## src/rtl/demux_hs_n.sv

```systemverilog
// demux_hs_n: registered 1-to-N demux with per-channel valid/ack and timeout.
// Optional DEMUX_HOLD_EN keeps the last delivered word on each channel slice.
module demux_hs_n #(
  parameter int WIDTH    = 4,
  parameter int CHANNELS = 4,
  parameter int TIMEOUT  = 16,
  localparam int SELW    = $clog2(CHANNELS)
) (
  input  logic                      clk,
  input  logic                      rst_n,
  input  logic                      in_valid,
  output logic                      in_ready,
  input  logic [WIDTH-1:0]          in_data,
  input  logic [SELW-1:0]           in_sel,
  input  logic                      mode,
  output logic [CHANNELS*WIDTH-1:0] out_data,
  output logic [CHANNELS-1:0]       out_valid,
  input  logic [CHANNELS-1:0]       out_ack,
  output logic [SELW-1:0]           cur_sel,
  output logic                      err
);

  // A zero TIMEOUT still gets a 1-bit counter that simply never moves.
  localparam int TW = (TIMEOUT > 0) ? $clog2(TIMEOUT + 1) : 1;
  localparam bit TO_EN = (TIMEOUT > 0);
  localparam logic [TW-1:0] T_LAST =
    TW'((TIMEOUT > 0) ? TIMEOUT - 1 : 0);
  localparam logic [TW-1:0] T_MAX = TW'(TIMEOUT);
  localparam logic [SELW-1:0] P_LAST = SELW'(CHANNELS - 1);
  localparam logic [SELW:0] CH_N = (SELW + 1)'(CHANNELS);

`ifdef DEMUX_HOLD_EN
  localparam bit HOLD = 1'b1;
`else
  localparam bit HOLD = 1'b0;
`endif

  typedef enum logic {
    IDLE = 1'b0,
    BUSY = 1'b1
  } state_t;

  state_t          state_q;
  state_t          state_d;
  logic [SELW-1:0] ptr_q;
  logic [TW-1:0]   cnt_q;
  logic [SELW-1:0] tgt;
  logic            tgt_ok;
  logic            accept;
  logic            ack_hit;
  logic            to_hit;

  assign in_ready = (state_q == IDLE);

  // Target decode, handshake events and next state.
  always_comb begin
    tgt     = mode ? ptr_q : in_sel;
    tgt_ok  = ({1'b0, tgt} < CH_N);
    accept  = in_valid && (state_q == IDLE);
    ack_hit = (state_q == BUSY) && (|(out_ack & out_valid));
    to_hit  = TO_EN && (state_q == BUSY) &&
              !ack_hit && (cnt_q == T_LAST);
    state_d = state_q;
    unique case (1'b1)
      (state_q == IDLE): if (accept && tgt_ok) state_d = BUSY;
      (state_q == BUSY): if (ack_hit || to_hit) state_d = IDLE;
      default: state_d = IDLE;
    endcase
  end

  // State register.
  always_ff @(posedge clk or negedge rst_n) begin
    if (!rst_n) state_q <= IDLE;
    else        state_q <= state_d;
  end

  // Channel data, valid, pointer, timeout counter and error pulse.
  always_ff @(posedge clk or negedge rst_n) begin
    if (!rst_n) begin
      out_valid <= '0;
      out_data  <= '0;
      cur_sel   <= '0;
      err       <= 1'b0;
      ptr_q     <= '0;
      cnt_q     <= '0;
    end else begin
      err <= (accept && !tgt_ok) || to_hit;
      if (accept && mode)
        ptr_q <= (ptr_q == P_LAST) ? '0 : ptr_q + 1'b1;
      if (accept && tgt_ok) begin
        out_valid <= CHANNELS'(1) << tgt;
        cur_sel   <= tgt;
        cnt_q     <= '0;
        for (int c = 0; c < CHANNELS; c++)
          if (tgt == SELW'(c))
            out_data[c*WIDTH +: WIDTH] <= in_data;
      end else if (ack_hit || to_hit) begin
        out_valid <= '0;
        if (!HOLD) out_data <= '0;
      end else if (state_q == BUSY && cnt_q != T_MAX) begin
        cnt_q <= cnt_q + 1'b1;
      end
    end
  end

endmodule

```

## config.mk

```make
export PLATFORM = sky130hd
export DESIGN_NAME = demux_hs_n
export DESIGN_NICKNAME = d
export VERILOG_FILES = /design/src/rtl/demux_hs_n.sv
export SDC_FILE = /design/constraint.sdc
export NUM_CORES = 1
export LEC_CHECK = 0
export ABC_AREA = 1
export CAP_MARGIN = 20
export CORE_MARGIN = 2
export CORE_UTILIZATION = 35
export CTS_BUF_LIST = sky130_fd_sc_hd__clkbuf_8
export CTS_CLUSTER_SIZE = 12
export DETAILED_ROUTE_END_ITERATION = 12
export PLACE_DENSITY = 0.66
export SLEW_MARGIN = 40
export SYNTH_ARGS = -nofsm -noshare
export SYNTH_HDL_FRONTEND = slang
export SYNTH_SLANG_ARGS = --single-unit
```

## constraint.sdc

```tcl
create_clock -name clk -period 2.05 [get_ports clk]
set_clock_uncertainty 0.15 [all_clocks]
set_input_delay 0.41 -clock clk [delete_from_list [all_inputs] [get_ports clk]]
set_output_delay 0.41 -clock clk [all_outputs]
set_load 0.05 [all_outputs]
```

==> impl_metrics.yaml <==
outcome:
  status: "finished clean"
clocking:
  cts_buffers: 5
  clk-insertion-delay-late_ps: 280
  cts_max_level: 2
  clkSinkCount: 31
  cts_tree: "done"
  path_clk_slew_ps: 60
  cts_setup_buffers: 0
  cts_max_path_buffers: 2
  postCtsResizedCells: 0
  clockRootBuffer: "clkbuf_8"
  cts_hold_buffers: 0
power_and_ir_drop:
  p_leak_nw: 1.10
  p_total_mw: 3.44
  power.internal_mw: 1.75
  pwr-share-comb_pct: 54.5
  pwr-share-clk_pct: 15.0
  switchingPower_mw: 1.69
  netSwitchingFraction_pct: 49.2
  power_frac_seq_pct: 30.5
  power_density_mw_per_mm2: 1730
  ir_worst_vdd_uv: 920
route:
  routed.top_layer: "met4"
  routed-via-count: 1277
  drt-wirelength-per-cell_microns: 12.1
  drc: 0
  post_drt_via_cell_ratio: 4.64
  dr.pass1.iters: 4
  ant_nets: 0
  drt_iter0_markers: 70
  totalWireLength_microns: 3320
  route.met2.wl_microns: 1500
  wl_met3_microns: 175
  met1_length_microns: 1600
critical_path:
  setup.worst_path.class: "register to output pin"
  cp_slowest_cell: "clkdlybuf4s50_1"
  cp-start-kind: "register"
  path_buf_inv: 1
  crit_fanout: 1
  cp.arrival_ps: 1390
  worstPathRequired_ps: 1490
  critical-path-max-stage-delay_ps: 790
  crit_family: "buffers and inverters"
  worst_setup_path_end_kind: "output pin"
  path_cells: "clkdlybuf4s50_1"
synth:
  seq_area_frac_synth_pct: 51.3
  syn_area_per_cell_sq_um: 8.40
  syn-num-nets: 198
  syn_inst: 180
  synth_warnings: 0
  yosysUniqueCellTypes: 19
  synth_seq_cells: 31
  synth_area_sq_mm: 0.00151
place:
  dp_slack_ps: 165
  hpwl_microns: 2360
  finalWeightedCongestion: 0.744
  port_buffers: 37
die:
  die_area_sq_mm: 0.00486
  num_rows: 23
  die_x_microns: 69.7
  initial_core_util_pct: 37.0
  core_sq_mm: 0.00409
  die_y_microns: 69.7
  io_pins: 38
grt:
  first_global_vias: 1201
  overflow: 0
  antenna_found_initial: 0
  grt_pass1_wl_microns: 5620
  grt_usage_pct: 14.8
  grt_max_degree: 32
sta:
  fin_ws_ps: 103
  relSlewSlack_pct: 66.8
  fin_crit_ps: 1950
  fmax_ghz: 0.514
  final_max_slew_viol_count: 0
  tightest_slew_ps: 497
  fin_tns_setup_ps: 0
  hold_violations: 0
  setup_violations: 0
  rsz0062_at_grt: "no"
  finalCritPeriodShare_pct: 95.0
finish:
  syn_to_final_growth_pct: 31.6
  finalNetCount: 242
  layout-drive-gt1-share_pct: 23.1
  multiInputGateArea_sq_um: 638
  final-seq-area_sq_um: 776
  fillerInstances: 419
  diodes: 0
job:
  cap_violations: 0
worst_hold_path:
  min_path_type: "register to register"
## through the flow
| step | std cells | area, sq um | hold WS [ps] | util, % |
|---|---|---|---|---|
| after floorplan | 180 | 1510 | -35.6 | - |
| after global routing | 275 | 1990 | 362 | 48.7 |
| final | 275 | 1990 | 343 | 48.7 |
| after CTS | 275 | 1990 | 350 | 48.7 |
| after global placement | 267 | 1890 | 329 | 46.3 |
| after detailed placement | 267 | 1890 | 334 | 46.3 |
## cell usage after synthesis (all sizes together)
| master | count | area (sq um) |
|---|---|---|
| o21ai | 4 | 20.0 |
| a21oi | 1 | 5.00 |
| nor4 | 1 | 6.26 |
| dfrtp | 31 | 776 |
| nand2 | 73 | 307 |
| inv | 13 | 51.3 |
| buf | 3 | 26.3 |
| mux2 | 2 | 22.5 |
| nor2 | 14 | 52.6 |
| nand3 | 31 | 175 |
| clkbuf | 1 | 13.8 |
| clkinv | 2 | 7.51 |
| ha | 4 | 50.1 |
## placed cells by master, fill, tap and decap left out
| cell | count |
|---|---|
| mux2_2 | 2 |
| o21ai_0 | 4 |
| nor4_1 | 1 |
| inv_4 | 1 |
| buf_12 | 1 |
| clkdlybuf4s50_1 | 14 |
| ha_1 | 4 |
| nor2_1 | 14 |
| nand2_2 | 7 |
| nand2_4 | 2 |
| inv_1 | 11 |
| nand3_1 | 27 |
| inv_2 | 2 |
| clkinv_1 | 2 |
| nand2_1 | 64 |
| nand3_2 | 4 |
| a21oi_1 | 1 |
| clkbuf_8 | 7 |
| buf_4 | 26 |
| dfrtp_1 | 31 |
## worst paths after layout
check,startpoint,endpoint,slack [ps],depth (start not counted)
min,cur_sel[0]$_DFFE_PN0P_,cur_sel[0]$_DFFE_PN0P_,340,2
max,err$_DFF_PN0_,err,100,1
min in group asynchronous,rst_n,cnt_q[4]$_DFFE_PN0P_,370,2
max reg2reg,cnt_q[0]$_DFFE_PN0P_,out_data[14]$_DFFE_PN0P_,220,11
max in group asynchronous,rst_n,out_data[2]$_DFFE_PN0P_,1090,2
min reg2reg,cur_sel[0]$_DFFE_PN0P_,cur_sel[0]$_DFFE_PN0P_,340,2
## cells by family (layout without fill, tap and decap cells)
| family | Yosys count | in the layout | share of synthesized area (%) |
|---|---|---|---|
| adder cells (fa/ha/maj) | 4 | 4 | 3.31 |
| AO/OA/AOI/OAI | 5 | 5 | 1.65 |
| buffers and inverters | 19 | 64 | 6.53 |
| flip-flops | 31 | 31 | 51.3 |
| AND/OR/NAND/NOR | 119 | 119 | 35.7 |
| multiplexers | 2 | 2 | 1.49 |
## power by group through the flow
stage	clock network, mW	registers, mW	logic [mW]
3_5_place_dp	0	1.06	1.88
3_3_place_gp	0	1.06	1.87
2_1_floorplan	0	1.64	0.776
6_report	0.515	1.05	1.87
5_1_grt	0.559	1.09	2.03
4_1_cts	0.528	1.05	1.89
## metal layers
layer,GRT usage [%],vias to the layer above
li1,-,659
met1,19.5,581
met2,22.6,33
met3,4.22,4
met4,6.41,0
met5,0,-
## sequential cells by signal (all words and copies together), names as in the netlist
name / count
cur_sel: 2
cnt_q: 5
out_valid: 4
ptr_q: 2
out_data: 16
state_q: 1
err: 1
## cell type report
class / count / share of cell area (%)
multi-input cells: 130 / 32.1
inverters: 15 / 2.95
clock buffers: 7 / 4.84
flip-flops and latches: 31 / 39.0
well taps: 50 / 3.14
repair buffers: 41 / 17.9
clock inverters: 1 / 0.189
No activity file was read; power rests on OpenSTA's default activity.
